===== src/rtl/fifo_burst_pkg.sv =====
// Shared constants for the FIFO burst reader: FSM state codes and word/byte sizing helpers.
package fifo_burst_pkg;

  localparam int unsigned DEFAULT_DATA_WIDTH = 16;
  localparam int unsigned BYTES_PER_WORD     = DEFAULT_DATA_WIDTH / 8;

  localparam logic [2:0] ST_IDLE   = 3'd0;
  localparam logic [2:0] ST_REQ    = 3'd1;
  localparam logic [2:0] ST_WAIT   = 3'd2;
  localparam logic [2:0] ST_SEND   = 3'd3;
  localparam logic [2:0] ST_FINISH = 3'd4;

  function automatic int unsigned bytes_per_word(input int unsigned data_width);
    return data_width / 8;
  endfunction

  // Byte-index width, kept at least one bit so single-byte words still elaborate.
  function automatic int unsigned idx_width(input int unsigned n_bytes);
    return (n_bytes > 1) ? $clog2(n_bytes) : 1;
  endfunction

endpackage


===== src/rtl/word_to_byte_serializer.sv =====
// Loads one FIFO word and presents it byte by byte on a registered valid/ready port.
module word_to_byte_serializer
  import fifo_burst_pkg::*;
#(
  parameter int unsigned DATA_WIDTH = 16,
  parameter bit          MSB_FIRST  = 1'b1
) (
  input  logic                  clk,
  input  logic                  rst_n,
  input  logic                  load,
  input  logic [DATA_WIDTH-1:0] load_word,
  input  logic                  flush,
  input  logic                  tx_ready,
  output logic [7:0]            tx_data,
  output logic                  tx_valid,
  output logic                  accept_c,
  output logic                  last_c
);

  localparam int unsigned BYTES = bytes_per_word(DATA_WIDTH);
  localparam int unsigned IDX_W = idx_width(BYTES);

  logic [DATA_WIDTH-1:0] shreg_q, shreg_d;
  logic [IDX_W-1:0]      idx_q, idx_d;
  logic [7:0]            tx_data_q, tx_data_d;
  logic                  tx_valid_q, tx_valid_d;

  function automatic logic [7:0] head(input logic [DATA_WIDTH-1:0] w);
    if (MSB_FIRST) return w[DATA_WIDTH-1 -: 8];
    else           return w[7:0];
  endfunction

  function automatic logic [DATA_WIDTH-1:0] drop_head(input logic [DATA_WIDTH-1:0] w);
    if (MSB_FIRST) return w << 8;
    else           return w >> 8;
  endfunction

  assign accept_c = tx_valid_q && tx_ready;
  assign last_c   = accept_c && (idx_q == IDX_W'(BYTES - 1));

  // A flush only takes effect at an accept, so the byte on the wire always completes.
  always_comb begin
    shreg_d    = shreg_q;
    idx_d      = idx_q;
    tx_data_d  = tx_data_q;
    tx_valid_d = tx_valid_q;
    if (load) begin
      shreg_d    = load_word;
      idx_d      = '0;
      tx_data_d  = head(load_word);
      tx_valid_d = 1'b1;
    end else if (accept_c) begin
      if (last_c || flush) begin
        tx_valid_d = 1'b0;
      end else begin
        shreg_d   = drop_head(shreg_q);
        idx_d     = idx_q + IDX_W'(1);
        tx_data_d = head(drop_head(shreg_q));
      end
    end
  end

  always_ff @(posedge clk or negedge rst_n) begin
    if (!rst_n) begin
      shreg_q    <= '0;
      idx_q      <= '0;
      tx_data_q  <= '0;
      tx_valid_q <= 1'b0;
    end else begin
      shreg_q    <= shreg_d;
      idx_q      <= idx_d;
      tx_data_q  <= tx_data_d;
      tx_valid_q <= tx_valid_d;
    end
  end

  assign tx_data  = tx_data_q;
  assign tx_valid = tx_valid_q;

endmodule


===== src/rtl/fifo_burst_reader.sv =====
// Drains a programmed number of words from a synchronous FIFO and streams them out as bytes.
module fifo_burst_reader
  import fifo_burst_pkg::*;
#(
  parameter int unsigned DATA_WIDTH = 16,
  parameter int unsigned LEN_WIDTH  = 16,
  parameter bit          MSB_FIRST  = 1'b1
) (
  input  logic                  clk,
  input  logic                  reset_n,
  input  logic                  start,
  input  logic                  abort,
  input  logic [LEN_WIDTH-1:0]  burst_len,
  input  logic                  fifo_empty,
  input  logic [DATA_WIDTH-1:0] read_data,
  input  logic                  rdata_valid,
  output logic                  read_req,
  output logic [7:0]            tx_data,
  output logic                  tx_valid,
  input  logic                  tx_ready,
  output logic                  busy,
  output logic                  done,
  output logic                  aborted,
  output logic [LEN_WIDTH-1:0]  words_sent
);

  logic [2:0]           state_q, state_d;
  logic [LEN_WIDTH-1:0] len_q, len_d;
  logic [LEN_WIDTH-1:0] words_sent_q, words_sent_d;
  logic                 aborted_q, aborted_d;
  logic                 busy_q, busy_d;
  logic                 done_q, done_d;
  logic                 read_req_q, read_req_d;
  logic                 abort_seen_q, abort_seen_d;
  logic                 word_done_q, word_done_d;

  logic ser_load, ser_flush, ser_accept, ser_last;

  word_to_byte_serializer #(
    .DATA_WIDTH (DATA_WIDTH),
    .MSB_FIRST  (MSB_FIRST)
  ) u_ser (
    .clk       (clk),
    .rst_n     (reset_n),
    .load      (ser_load),
    .load_word (read_data),
    .flush     (ser_flush),
    .tx_ready  (tx_ready),
    .tx_data   (tx_data),
    .tx_valid  (tx_valid),
    .accept_c  (ser_accept),
    .last_c    (ser_last)
  );

  // read_req is decided one cycle ahead from the registered empty view; only this block pops,
  // so a FIFO seen non-empty stays non-empty into the request cycle.
  always_comb begin
    state_d      = state_q;
    len_d        = len_q;
    words_sent_d = words_sent_q;
    aborted_d    = aborted_q;
    busy_d       = busy_q;
    abort_seen_d = abort_seen_q;
    read_req_d   = 1'b0;
    done_d       = 1'b0;
    word_done_d  = 1'b0;
    ser_load     = 1'b0;
    ser_flush    = 1'b0;

    if (word_done_q) words_sent_d = words_sent_q + LEN_WIDTH'(1);

    case (state_q)
      ST_IDLE: begin
        if (start) begin
          words_sent_d = '0;
          aborted_d    = 1'b0;
          abort_seen_d = 1'b0;
          busy_d       = 1'b1;
          len_d        = burst_len;
          if (burst_len != '0) begin
            state_d    = ST_REQ;
            read_req_d = !fifo_empty;
          end else begin
            state_d = ST_FINISH;
          end
        end
      end
      ST_REQ: begin
        if (abort) begin
          aborted_d = 1'b1;
          state_d   = ST_FINISH;
        end else if (read_req_q) begin
          state_d = ST_WAIT;
        end else begin
          read_req_d = !fifo_empty;
        end
      end
      ST_WAIT: begin
        abort_seen_d = abort_seen_q | abort;
        if (rdata_valid) begin
          ser_load = 1'b1;
          state_d  = ST_SEND;
        end
      end
      ST_SEND: begin
        abort_seen_d = abort_seen_q | abort;
        ser_flush    = abort_seen_d;
        if (ser_last) begin
          word_done_d = 1'b1;
          if (abort_seen_d) begin
            aborted_d = 1'b1;
            state_d   = ST_FINISH;
          end else if (words_sent_q + LEN_WIDTH'(1) == len_q) begin
            state_d = ST_FINISH;
          end else begin
            state_d    = ST_REQ;
            read_req_d = !fifo_empty;
          end
        end else if (ser_accept && abort_seen_d) begin
          aborted_d = 1'b1;
          state_d   = ST_FINISH;
        end
      end
      ST_FINISH: begin
        done_d  = 1'b1;
        busy_d  = 1'b0;
        state_d = ST_IDLE;
      end
      default: state_d = ST_IDLE;
    endcase
  end

  always_ff @(posedge clk or negedge reset_n) begin
    if (!reset_n) begin
      state_q      <= ST_IDLE;
      len_q        <= '0;
      words_sent_q <= '0;
      aborted_q    <= 1'b0;
      busy_q       <= 1'b0;
      done_q       <= 1'b0;
      read_req_q   <= 1'b0;
      abort_seen_q <= 1'b0;
      word_done_q  <= 1'b0;
    end else begin
      state_q      <= state_d;
      len_q        <= len_d;
      words_sent_q <= words_sent_d;
      aborted_q    <= aborted_d;
      busy_q       <= busy_d;
      done_q       <= done_d;
      read_req_q   <= read_req_d;
      abort_seen_q <= abort_seen_d;
      word_done_q  <= word_done_d;
    end
  end

  assign read_req   = read_req_q;
  assign busy       = busy_q;
  assign done       = done_q;
  assign aborted    = aborted_q;
  assign words_sent = words_sent_q;

endmodule


===== config.mk =====
export PLATFORM = sky130hd
export DESIGN_NAME = fifo_burst_reader
export DESIGN_NICKNAME = d
export VERILOG_FILES = /design/src/rtl/fifo_burst_pkg.sv /design/src/rtl/word_to_byte_serializer.sv /design/src/rtl/fifo_burst_reader.sv
export SDC_FILE = /design/constraint.sdc
export NUM_CORES = 1
export LEC_CHECK = 0
export BUFFER_PORTS_ARGS = -buffer_cell sky130_fd_sc_hd__buf_2
export CAP_MARGIN = 0
export CELL_PAD_IN_SITES_DETAIL_PLACEMENT = 1
export CELL_PAD_IN_SITES_GLOBAL_PLACEMENT = 2
export CORE_ASPECT_RATIO = 1.25
export CORE_MARGIN = 8
export CORE_UTILIZATION = 35
export CTS_CLUSTER_DIAMETER = 100
export CTS_CLUSTER_SIZE = 25
export DETAILED_ROUTE_END_ITERATION = 10
export GPL_TIMING_DRIVEN = 0
export PLACE_DENSITY = 0.8
export SYNTH_ARGS = -nofsm -noshare
export SYNTH_HDL_FRONTEND = slang
export SYNTH_SLANG_ARGS = --single-unit

===== constraint.sdc =====
create_clock -name clk -period 4.9 [get_ports clk]
set_clock_uncertainty 0.15 [all_clocks]
set_input_delay 0.49 -clock clk [delete_from_list [all_inputs] [get_ports clk]]
set_output_delay 0.49 -clock clk [all_outputs]
set_load 0.02 [all_outputs]

==> flow_summary.html, run 1 <==
<table>
<tr><th>Metric</th><th>Value</th></tr>
<tr><th colspan="2">Yosys</th></tr>
<tr><td>Register bit count reported by yosys</td><td>59</td></tr>
<tr><td>Share of flip-flops with an asynchronous set or reset after synthesis</td><td>1.000</td></tr>
<tr><td>Share of the synthesized area in the top cell type</td><td>0.4697</td></tr>
<tr><td>Mapped Nets</td><td>383</td></tr>
<tr><td>Number of enable-type register cells in the synthesized netlist</td><td>0</td></tr>
<tr><td>Biggest area contributors in the synthesized netlist</td><td>dfrtp_1, nand2_1, xor2_1</td></tr>
<tr><td>Largest area contributor in the netlist</td><td>dfrtp_1</td></tr>
<tr><td>Mean instance size in the synthesized netlist</td><td>9.163 um^2</td></tr>
<tr><td>Synth Warn #</td><td>0</td></tr>
<tr><td>Leading register cell type out of synthesis</td><td>dfrtp_1</td></tr>
<tr><td>Synth unique cells</td><td>50</td></tr>
<tr><td>Register area share after synthesis</td><td>0.4697</td></tr>
<tr><td>Post-Syn Area</td><td>3143 um^2</td></tr>
<tr><td>Post-Syn Instances</td><td>343</td></tr>
<tr><th colspan="2">Layout</th></tr>
<tr><td>Multi-input gate area</td><td>1550 um^2</td></tr>
<tr><td>Final layout net count</td><td>462</td></tr>
<tr><td>Final cell utilization of the core</td><td>0.4497</td></tr>
<tr><td>Proportion of layout cells with a drive suffix above 1</td><td>0.2201</td></tr>
<tr><td>Antenna Diode Count</td><td>0</td></tr>
<tr><td>Post-route cell area</td><td>3913 um^2</td></tr>
<tr><td>Relative area change from synthesis to final layout</td><td>24.48%</td></tr>
<tr><td>Register area</td><td>1476 um^2</td></tr>
<tr><td>Fill cell instance count of the final layout</td><td>1049</td></tr>
<tr><th colspan="2">Route</th></tr>
<tr><td>DRC</td><td>0</td></tr>
<tr><td>Detail-routed via count per cell</td><td>5.132</td></tr>
<tr><td>First-pass iteration count of the detailed router</td><td>4</td></tr>
<tr><td>Total via count in the routed design</td><td>2807</td></tr>
<tr><td>Number of antenna-violating nets in the routed design</td><td>0</td></tr>
<tr><td>Final wirelength</td><td>9216 um</td></tr>
<tr><td>Wire length per cell</td><td>16.85 um</td></tr>
<tr><td>Iter 0 DRT Violations</td><td>64</td></tr>
<tr><th colspan="2">Hold path</th></tr>
<tr><td>Min-delay worst type</td><td>in2async</td></tr>
<tr><th colspan="2">Critical path</th></tr>
<tr><td>Startpoint types</td><td>flop</td></tr>
<tr><td>Critical path start-end classification</td><td>reg2reg</td></tr>
<tr><td>Crit Reg-Reg Startpoint</td><td>words_sent[0]$_DFF_PN0_</td></tr>
<tr><td>Cell occurring most often along the worst timing path</td><td>a22o_1</td></tr>
<tr><td>Worst reg2reg endpoint</td><td>state_q[0]$_DFFE_PN0P_</td></tr>
<tr><td>Cell with the largest stage delay on the worst path</td><td>or4_1</td></tr>
<tr><td>Sort of element at the end of the critical path</td><td>flop</td></tr>
<tr><td>Data required, critical path</td><td>4.97 ns</td></tr>
<tr><td>Crit-path max cell delay</td><td>0.55 ns</td></tr>
<tr><td>Maximum fanout count along the critical path</td><td>8</td></tr>
<tr><td>Crit path arrival time</td><td>2.92 ns</td></tr>
<tr><td>List of cells traversed by the critical path</td><td>ha_1 -&gt; buf_2 -&gt; nand4_2 -&gt; or4_1 -&gt; a22o_1 -&gt; a22o_1 -&gt; a2111oi_4 -&gt; o21ai_1</td></tr>
<tr><td>Number of cell instances on the worst register-to-register path</td><td>8</td></tr>
<tr><td>Register-to-Register Setup Slack</td><td>2.04 ns</td></tr>
<tr><th colspan="2">Global route</th></tr>
<tr><td>Via count of the first global-routing pass</td><td>3177</td></tr>
<tr><td>Total routing resource utilization after global routing</td><td>0.1637</td></tr>
<tr><td>Global route total overflow</td><td>0</td></tr>
<tr><td>Wire length of the first global-routing pass</td><td>15830 um</td></tr>
<tr><td>Number of antenna violations at the first check in global routing</td><td>0</td></tr>
<tr><td>Maximum number of pins on one net before global-route repair</td><td>35</td></tr>
<tr><th colspan="2">Place</th></tr>
<tr><td>Weighted congestion reported at the end of routability-driven placement</td><td>0.8514</td></tr>
<tr><td>Post-detailed-placement cell area</td><td>3649 um^2</td></tr>
<tr><td>HPWL reported at the end of detailed placement</td><td>7066 um</td></tr>
<tr><td>Number of buffers inserted by port buffering</td><td>67</td></tr>
<tr><th colspan="2">STA</th></tr>
<tr><td>Max Slew Vio Count</td><td>0</td></tr>
<tr><td>Post-route clock period utilization</td><td>0.5828</td></tr>
<tr><td>Setup repair after global routing missed its margin</td><td>false</td></tr>
<tr><td>Number of endpoints with negative hold slack in the final report</td><td>0</td></tr>
<tr><td>Total Neg Setup Slack</td><td>0 ns</td></tr>
<tr><td>Timing-limited maximum frequency</td><td>350.2 MHz</td></tr>
<tr><td>Shortest clock period the worst path allows after layout</td><td>2.856 ns</td></tr>
<tr><td>Slew Limit Headroom</td><td>0.4574</td></tr>
<tr><td>Final setup violation count</td><td>0</td></tr>
<tr><td>Actual transition at the worst max-transition pin</td><td>0.8109 ns</td></tr>
<tr><th colspan="2">Clock network</th></tr>
<tr><td>Number of hold-repair buffers added at the cts stage</td><td>0</td></tr>
<tr><td>Clock latency on the worst-skew pair</td><td>0.35 ns</td></tr>
<tr><td>Number of resized instances in the post-cts repair step</td><td>0</td></tr>
<tr><td>Clock sink count</td><td>59</td></tr>
<tr><td>Number of buffers between clock root and the deepest sink</td><td>2</td></tr>
<tr><td>Number of clock buffers inserted by TritonCTS</td><td>9</td></tr>
<tr><td>TritonCTS clock tree</td><td>yes</td></tr>
<tr><td>Cell chosen for the clock root</td><td>clkbuf_8</td></tr>
<tr><td>CTS H-Tree Depth</td><td>3</td></tr>
<tr><td>Clock-pin slew on the worst setup and hold paths</td><td>0.08 ns</td></tr>
<tr><td>Number of buffers inserted to repair setup after CTS</td><td>0</td></tr>
<tr><th colspan="2">Die</th></tr>
<tr><td>Die Ht</td><td>122.0 um</td></tr>
<tr><td>Horiz. Die Dim</td><td>100.8 um</td></tr>
<tr><td>Initial core utilization</td><td>0.3612</td></tr>
<tr><td>Number of I/O pins</td><td>68</td></tr>
<tr><td>Standard cell core area</td><td>8701 um^2</td></tr>
<tr><td>Rows</td><td>38</td></tr>
<tr><td>Die area</td><td>12290 um^2</td></tr>
<tr><th colspan="2">Job</th></tr>
<tr><td>Max_cap viols</td><td>0</td></tr>
<tr><th colspan="2">Power</th></tr>
<tr><td>Power per Cell Area</td><td>527.2 nW/um^2</td></tr>
<tr><td>Pleak</td><td>0.001851 uW</td></tr>
<tr><td>Worst IR drop on VDD</td><td>0.2581 mV</td></tr>
<tr><th colspan="2">Run status</th></tr>
<tr><td>Status</td><td>finished, final reports clean</td></tr>
</table>
through the flow:
stage | total power, uW | setup slack, ns | hold WS (ns) | cells
4_1_cts | 2093 | 2.020 | 0.01705 | 547
3_5_place_dp | 1480 | 2.050 | 0.3234 | 531
5_1_grt | 2211 | 1.863 | 0.05447 | 547
2_1_floorplan | 1249 | 2.256 | 0.04441 | 343
6_report | 2063 | 2.044 | 0.001348 | 547
3_3_place_gp | 1453 | 2.044 | 0.3109 | 530
critical path, delay by kind of cell (launching register included):
kind | cells | cell delay (ns)
AO/OA/AOI/OAI | 4 | 0.95
buffers and inverters | 1 | 0.18
AND/OR/NAND/NOR | 2 | 0.76
flip-flops | 1 | 0.50
adder cells (fa/ha/maj) | 1 | 0.19
registers in the layout (all words and copies together), names as in the netlist, 3 cells and up:
signal	count
words_sent	16
u_ser.tx_data	8
u_ser.shreg_q	8
len_q	16
state_q	3
final cells by class:
cell class | instances | area share
Buffer | 19 | 0.02015
Clock buffer | 9 | 0.03166
Clock inverter | 7 | 0.03582
Inverter | 10 | 0.009594
Multi-Input combinational cell | 255 | 0.3962
Sequential cell | 59 | 0.3774
Tap cell | 120 | 0.03838
Timing Repair Buffer | 68 | 0.09082
power by group:
part           switching, uW  total [uW]  internal [uW]  leakage, uW
combinational            418         690            272     0.000954
clock                    215         603            388     0.000125
sequential               117         770            652     0.000771
total                    750        2060           1310      0.00185
worst max-delay path by stage:
| stage | start | endpoint | slack, ns | cells after the start |
|---|---|---|---|---|
| finish | words_sent[0]$_DFF_PN0_ | state_q[0]$_DFFE_PN0P_ | 2.04 | 8 |
| global route | words_sent[0]$_DFF_PN0_ | read_req$_DFF_PN0_ | 1.86 | 8 |
| CTS | words_sent[0]$_DFF_PN0_ | state_q[0]$_DFFE_PN0P_ | 2.02 | 8 |
| detailed placement | words_sent[0]$_DFF_PN0_ | state_q[0]$_DFFE_PN0P_ | 2.05 | 8 |
| global placement | words_sent[0]$_DFF_PN0_ | state_q[0]$_DFFE_PN0P_ | 2.04 | 8 |
| floorplan | words_sent[0]$_DFF_PN0_ | read_req$_DFF_PN0_ | 2.26 | 8 |
synthesized netlist by cell type, types with 2 or more instances:
master / n
or3_1: 3
nand4b_1: 2
buf_1: 2
nand4_1: 9
nand2b_1: 2
nand3_1: 12
nor3_1: 9
nand4_2: 2
nand2_1: 61
inv_1: 10
nor2_1: 32
dfrtp_1: 59
o21ai_1: 2
nor4_1: 9
o21ai_0: 19
and4_1: 2
a21o_1: 2
mux2i_1: 12
and2_1: 2
or4_1: 3
a21oi_1: 6
buf_2: 6
a22o_1: 10
xnor2_1: 12
a311oi_1: 2
clkbuf_1: 11
xor2_1: 18
nor2b_1: 2
placed cells by master, fill, tap and decap left out, types with 11 or more instances in the layout:
cell type  count
clkbuf_1      11
nand2_1       61
xor2_1        18
o21ai_0       19
nand3_1       12
xnor2_1       12
dfrtp_1       59
nor2_1        32
buf_2         73
mux2i_1       12
per-layer routing:
metal  part of all wire  GRT usage  wire length [um]
met1               0.41     0.1795              3818
met2               0.52     0.2884              4822
met3              0.039    0.03596               355
met4              0.024    0.08626               219
met5                  0          0                 0
cells by family (layout without fill, tap and decap cells):
logic type,after synthesis,count (layout),synth area share
AO/OA/AOI/OAI,59,59,0.1350
buffers and inverters,29,113,0.03702
flip-flops,59,59,0.4697
multiplexers,12,12,0.03822
adder cells (fa/ha/maj),1,1,0.003980
XOR/XNOR,30,30,0.08360
AND/OR/NAND/NOR,153,153,0.2325
No activity file was read; power rests on OpenSTA's default activity.
==> inputs of run 2 (changes only) <==
--- a/config.mk
+++ b/config.mk
@@ -5,18 +5,19 @@
 export SDC_FILE = /design/constraint.sdc
 export NUM_CORES = 1
 export LEC_CHECK = 0
+export ABC_AREA = 1
 export BUFFER_PORTS_ARGS = -buffer_cell sky130_fd_sc_hd__buf_2
 export CAP_MARGIN = 0
 export CELL_PAD_IN_SITES_DETAIL_PLACEMENT = 1
 export CELL_PAD_IN_SITES_GLOBAL_PLACEMENT = 2
 export CORE_ASPECT_RATIO = 1.25
 export CORE_MARGIN = 8
-export CORE_UTILIZATION = 35
+export CORE_UTILIZATION = 31
 export CTS_CLUSTER_DIAMETER = 100
 export CTS_CLUSTER_SIZE = 25
 export DETAILED_ROUTE_END_ITERATION = 10
 export GPL_TIMING_DRIVEN = 0
-export PLACE_DENSITY = 0.8
+export PLACE_DENSITY = 0.75
 export SYNTH_ARGS = -nofsm -noshare
 export SYNTH_HDL_FRONTEND = slang
 export SYNTH_SLANG_ARGS = --single-unit
==> constraint.sdc (replaced) <==
create_clock -name clk -period 2.65 [get_ports clk]
set_clock_uncertainty 0.15 [all_clocks]
set_input_delay 0.265 -clock clk [delete_from_list [all_inputs] [get_ports clk]]
set_output_delay 0.265 -clock clk [all_outputs]
set_load 0.02 [all_outputs]
==> flow_summary.html, run 2 <==
<table>
<tr><th>Metric</th><th>Value</th></tr>
<tr><th colspan="2">Place</th></tr>
<tr><td>Number of buffers inserted by port buffering</td><td>67 (unchanged)</td></tr>
<tr><td>Weighted congestion reported at the end of routability-driven placement</td><td>0.7787 (-8.5%)</td></tr>
<tr><td>HPWL reported at the end of detailed placement</td><td>7624 um (+7.9%)</td></tr>
<tr><th colspan="2">Clock network</th></tr>
<tr><td>Clock-pin slew on the worst setup and hold paths</td><td>0.06 ns (-0.02 ns)</td></tr>
<tr><td>TritonCTS clock tree</td><td>yes</td></tr>
<tr><td>Cell chosen for the clock root</td><td>clkbuf_16</td></tr>
<tr><td>Clock latency on the worst-skew pair</td><td>0.34 ns (about the same)</td></tr>
<tr><td>Number of buffers between clock root and the deepest sink</td><td>2 (unchanged)</td></tr>
<tr><td>Number of clock buffers inserted by TritonCTS</td><td>9 (unchanged)</td></tr>
<tr><td>CTS H-Tree Depth</td><td>3 (unchanged)</td></tr>
<tr><td>Number of buffers inserted to repair setup after CTS</td><td>0 (unchanged)</td></tr>
<tr><td>Clock sink count</td><td>59 (unchanged)</td></tr>
<tr><th colspan="2">Critical path</th></tr>
<tr><td>Data required, critical path</td><td>2.73 ns (-2.24 ns)</td></tr>
<tr><td>Worst reg2reg endpoint</td><td>state_q[0]$_DFFE_PN0P_</td></tr>
<tr><td>Maximum fanout count along the critical path</td><td>6 (-2)</td></tr>
<tr><td>Critical path start-end classification</td><td>reg2reg</td></tr>
<tr><td>Number of cell instances on the worst register-to-register path</td><td>14 (+6)</td></tr>
<tr><td>Register-to-Register Setup Slack</td><td>0.28 ns (-1.76 ns)</td></tr>
<tr><td>Crit. Startpoint</td><td>words_sent[0]$_DFF_PN0_</td></tr>
<tr><td>Sort of element at the end of the critical path</td><td>flop</td></tr>
<tr><td>Setup crit end</td><td>state_q[0]$_DFFE_PN0P_</td></tr>
<tr><td>Startpoint types</td><td>flop</td></tr>
<tr><td>Crit path arrival time</td><td>2.44 ns (-0.48 ns)</td></tr>
<tr><td>Crit Reg-Reg Startpoint</td><td>words_sent[0]$_DFF_PN0_</td></tr>
<tr><th colspan="2">Power</th></tr>
<tr><td>Power per Cell Area</td><td>1187 nW/um^2 (+130%)</td></tr>
<tr><td>Fraction of power consumed by the clock network</td><td>0.247 (-0.045)</td></tr>
<tr><td>Worst IR drop on VDD</td><td>0.3820 mV (+48%)</td></tr>
<tr><td>Pleak</td><td>0.002071 uW (+12%)</td></tr>
<tr><td>Switching power of the nets</td><td>2001 uW (+170%)</td></tr>
<tr><td>P_int</td><td>2800 uW (+110%)</td></tr>
<tr><td>Part of the power in registers</td><td>0.341 (-0.032)</td></tr>
<tr><td>Switching Share</td><td>0.4168 (+0.05328)</td></tr>
<tr><td>Total chip power</td><td>4801 uW (+130%)</td></tr>
<tr><td>Proportion of power drawn by combinational gates</td><td>0.412 (+0.078)</td></tr>
<tr><th colspan="2">Global route</th></tr>
<tr><td>Maximum number of pins on one net before global-route repair</td><td>60 (+71%)</td></tr>
<tr><td>Total routing resource utilization after global routing</td><td>0.1541 (-0.009669)</td></tr>
<tr><td>Number of antenna violations at the first check in global routing</td><td>0 (unchanged)</td></tr>
<tr><td>Via count of the first global-routing pass</td><td>3327 (+4.7%)</td></tr>
<tr><td>Global route total overflow</td><td>0 (unchanged)</td></tr>
<tr><td>Wire length of the first global-routing pass</td><td>16590 um (+4.8%)</td></tr>
<tr><th colspan="2">Route</th></tr>
<tr><td>Wire length per cell</td><td>16.11 um (-4.4%)</td></tr>
<tr><td>DRC</td><td>0 (unchanged)</td></tr>
<tr><td>Number of antenna-violating nets in the routed design</td><td>0 (unchanged)</td></tr>
<tr><td>Met3 WL</td><td>499 um (+41%)</td></tr>
<tr><td>First-pass iteration count of the detailed router</td><td>4 (unchanged)</td></tr>
<tr><td>Top metal layer carrying routed signals</td><td>met4</td></tr>
<tr><td>Length of routed met2 wiring</td><td>5055 um (+4.8%)</td></tr>
<tr><td>Final wirelength</td><td>9954 um (+8.0%)</td></tr>
<tr><td>Iter 0 DRT Violations</td><td>61 (-4.7%)</td></tr>
<tr><td>Detail-routed via count per cell</td><td>4.911 (-4.3%)</td></tr>
<tr><td>Post-route met1 wirelength</td><td>4226 um (+11%)</td></tr>
<tr><td>Total via count in the routed design</td><td>3035 (+8.1%)</td></tr>
<tr><th colspan="2">STA</th></tr>
<tr><td>Number of endpoints with negative hold slack in the final report</td><td>0 (unchanged)</td></tr>
<tr><td>Shortest clock period the worst path allows after layout</td><td>2.366 ns (-0.4896 ns)</td></tr>
<tr><td>Timing-limited maximum frequency</td><td>422.6 MHz (+21%)</td></tr>
<tr><td>Setup repair after global routing missed its margin</td><td>false</td></tr>
<tr><td>Actual transition at the worst max-transition pin</td><td>0.7922 ns (-0.01866 ns)</td></tr>
<tr><td>Slew Limit Headroom</td><td>0.4719 (+0.01444)</td></tr>
<tr><td>Max Slew Vio Count</td><td>0 (unchanged)</td></tr>
<tr><td>Total Neg Setup Slack</td><td>0 ns (unchanged)</td></tr>
<tr><td>Post-route clock period utilization</td><td>0.8929 (+0.3101)</td></tr>
<tr><td>Final setup violation count</td><td>0 (unchanged)</td></tr>
<tr><th colspan="2">Die</th></tr>
<tr><td>Die Ht</td><td>129.8 um (+6.4%)</td></tr>
<tr><td>Rows</td><td>41 (+7.9%)</td></tr>
<tr><td>Horiz. Die Dim</td><td>107.0 um (+6.2%)</td></tr>
<tr><td>Die area</td><td>13890 um^2 (+13%)</td></tr>
<tr><td>Initial core utilization</td><td>0.3177 (-0.04354)</td></tr>
<tr><td>Standard cell core area</td><td>10110 um^2 (+16%)</td></tr>
<tr><td>Number of I/O pins</td><td>68 (unchanged)</td></tr>
<tr><th colspan="2">Yosys</th></tr>
<tr><td>Most used standard cell by instance count after synthesis</td><td>nand2_1</td></tr>
<tr><td>Register bit count reported by yosys</td><td>59 (unchanged)</td></tr>
<tr><td>Share of the synthesized area in the top cell type</td><td>0.4599 (-0.009886)</td></tr>
<tr><td>Synth Warn #</td><td>0 (unchanged)</td></tr>
<tr><td>Synth unique cells</td><td>37 (-26%)</td></tr>
<tr><td>Number of enable-type register cells in the synthesized netlist</td><td>0 (unchanged)</td></tr>
<tr><td>Commonest cells in the netlist</td><td>nand2_1, dfrtp_1, nor2_1</td></tr>
<tr><td>Mean instance size in the synthesized netlist</td><td>7.967 um^2 (-13%)</td></tr>
<tr><td>Largest area contributor in the netlist</td><td>dfrtp_1</td></tr>
<tr><td>Mapped Nets</td><td>443 (+16%)</td></tr>
<tr><td>Post-Syn Area</td><td>3211 um^2 (+2.1%)</td></tr>
<tr><td>Leading register cell type out of synthesis</td><td>dfrtp_1</td></tr>
<tr><td>Biggest area contributors in the synthesized netlist</td><td>dfrtp_1, nand2_1, nor2_1</td></tr>
<tr><td>Share of flip-flops with an asynchronous set or reset after synthesis</td><td>1.000 (unchanged)</td></tr>
<tr><td>Post-Syn Instances</td><td>403 (+17%)</td></tr>
<tr><td>Register area share after synthesis</td><td>0.4599 (-0.009886)</td></tr>
<tr><th colspan="2">Layout</th></tr>
<tr><td>Proportion of layout cells with a drive suffix above 1</td><td>0.2249 (+0.004808)</td></tr>
<tr><td>Register area</td><td>1476 um^2 (unchanged)</td></tr>
<tr><td>Fill cell instance count of the final layout</td><td>1256 (+20%)</td></tr>
<tr><td>Relative area change from synthesis to final layout</td><td>25.95%</td></tr>
<tr><td>Final layout net count</td><td>524 (+13%)</td></tr>
<tr><td>Antenna Diode Count</td><td>0 (unchanged)</td></tr>
<tr><td>Leading cell type in the layout, fill and taps excluded</td><td>nand2_1</td></tr>
<tr><td>Multi-input gate area</td><td>1516 um^2 (-2.2%)</td></tr>
<tr><td>Commonest cells after routing, fill and taps aside</td><td>nand2_1, buf_2, dfrtp_1</td></tr>
<tr><th colspan="2">Run status</th></tr>
<tr><td>Status</td><td>finished, final reports clean</td></tr>
<tr><th colspan="2">Job</th></tr>
<tr><td>Max_cap viols</td><td>0 (unchanged)</td></tr>
<tr><th colspan="2">Hold path</th></tr>
<tr><td>Min-delay worst type</td><td>in2reg</td></tr>
</table>
-- run 2: through the flow --
stage / utilization / instances / hold slack, ns / cell area (um^2) / setup WS, ns
after floorplan: - / 403 / -0.1806 / 3211 / 0.5894
after global placement: 0.3668 / 599 / 0.2688 / 3707 / 0.2453
after detailed placement: 0.3671 / 599 / 0.2617 / 3710 / 0.2197
after CTS: 0.4001 / 618 / 0.01095 / 4044 / 0.2014
after global routing: 0.4001 / 618 / 0.02124 / 4044 / 0.002394
final: 0.4001 / 618 / 0.02510 / 4044 / 0.2837
-- run 2: timing repair --
action / CTS / global route
hold buffers: 3 / 0
endpoints found under the hold margin: 61 / 0
resized for setup: 0 / 0
-- run 2: how the worst min path moves through the flow --
| stage | from | end | slack (ns) | cells after the start |
|---|---|---|---|---|
| global placement | fifo_empty | read_req$_DFF_PN0_ | 0.27 | 2 |
| finish | read_data[6] | u_ser.shreg_q[6]$_DFFE_PN0P_ | 0.03 | 3 |
| CTS | read_data[6] | u_ser.shreg_q[6]$_DFFE_PN0P_ | 0.01 | 3 |
| floorplan | reset_n | abort_seen_q$_DFFE_PN0P_ | -0.18 | 0 |
| global route | read_data[6] | u_ser.shreg_q[6]$_DFFE_PN0P_ | 0.02 | 3 |
| detailed placement | reset_n | words_sent[14]$_DFF_PN0_ | 0.26 | 1 |
-- run 2: kinds of logic after synthesis --
family | share of synthesized area
flip-flops | 0.4599
buffers and inverters | 0.06781
AND/OR/NAND/NOR | 0.2814
AO/OA/AOI/OAI | 0.1345
multiplexers | 0.03157
XOR/XNOR | 0.02105
adder cells (fa/ha/maj) | 0.003896
-- run 2: per-layer routing --
layer	vias to the layer above	GRT usage
met3	16	0.04637
li1	1495	-
met4	0	0.06058
met1	1464	0.1742
met2	60	0.2651
met5	-	0
-- run 2: final cells by class --
cell class,instances,share of cell area
Clock buffer,9,0.05569
Multi-Input combinational cell,288,0.3750
Timing Repair Buffer,70,0.09097
Tap cell,129,0.03991
Inverter,45,0.04177
Buffer,11,0.01207
Sequential cell,59,0.3651
Clock inverter,7,0.01949
-- run 2: power by group through the flow --
| stage | Combinational, uW | Sequential [uW] | Clock (uW) |
|---|---|---|---|
| 2_1_floorplan | 1200 | 1800 | 0 |
| 3_3_place_gp | 1960 | 1640 | 0 |
| 3_5_place_dp | 2010 | 1660 | 0 |
| 4_1_cts | 2020 | 1650 | 1220 |
| 5_1_grt | 2220 | 1700 | 1270 |
| 6_report | 1980 | 1640 | 1190 |
-- run 2: worst max-delay path, cell delays in order, from the launching register on --
cell,delay (ns)
dfrtp_1,0.47
ha_1,0.35
nand3_2,0.18
nor2_4,0.16
nand3_1,0.11
nand2_1,0.10
nand3_1,0.07
nand2_1,0.08
nand3_1,0.10
nor2_1,0.14
nand2_1,0.12
nand2_1,0.08
nand2_1,0.05
nand2_1,0.05
nand2_1,0.04
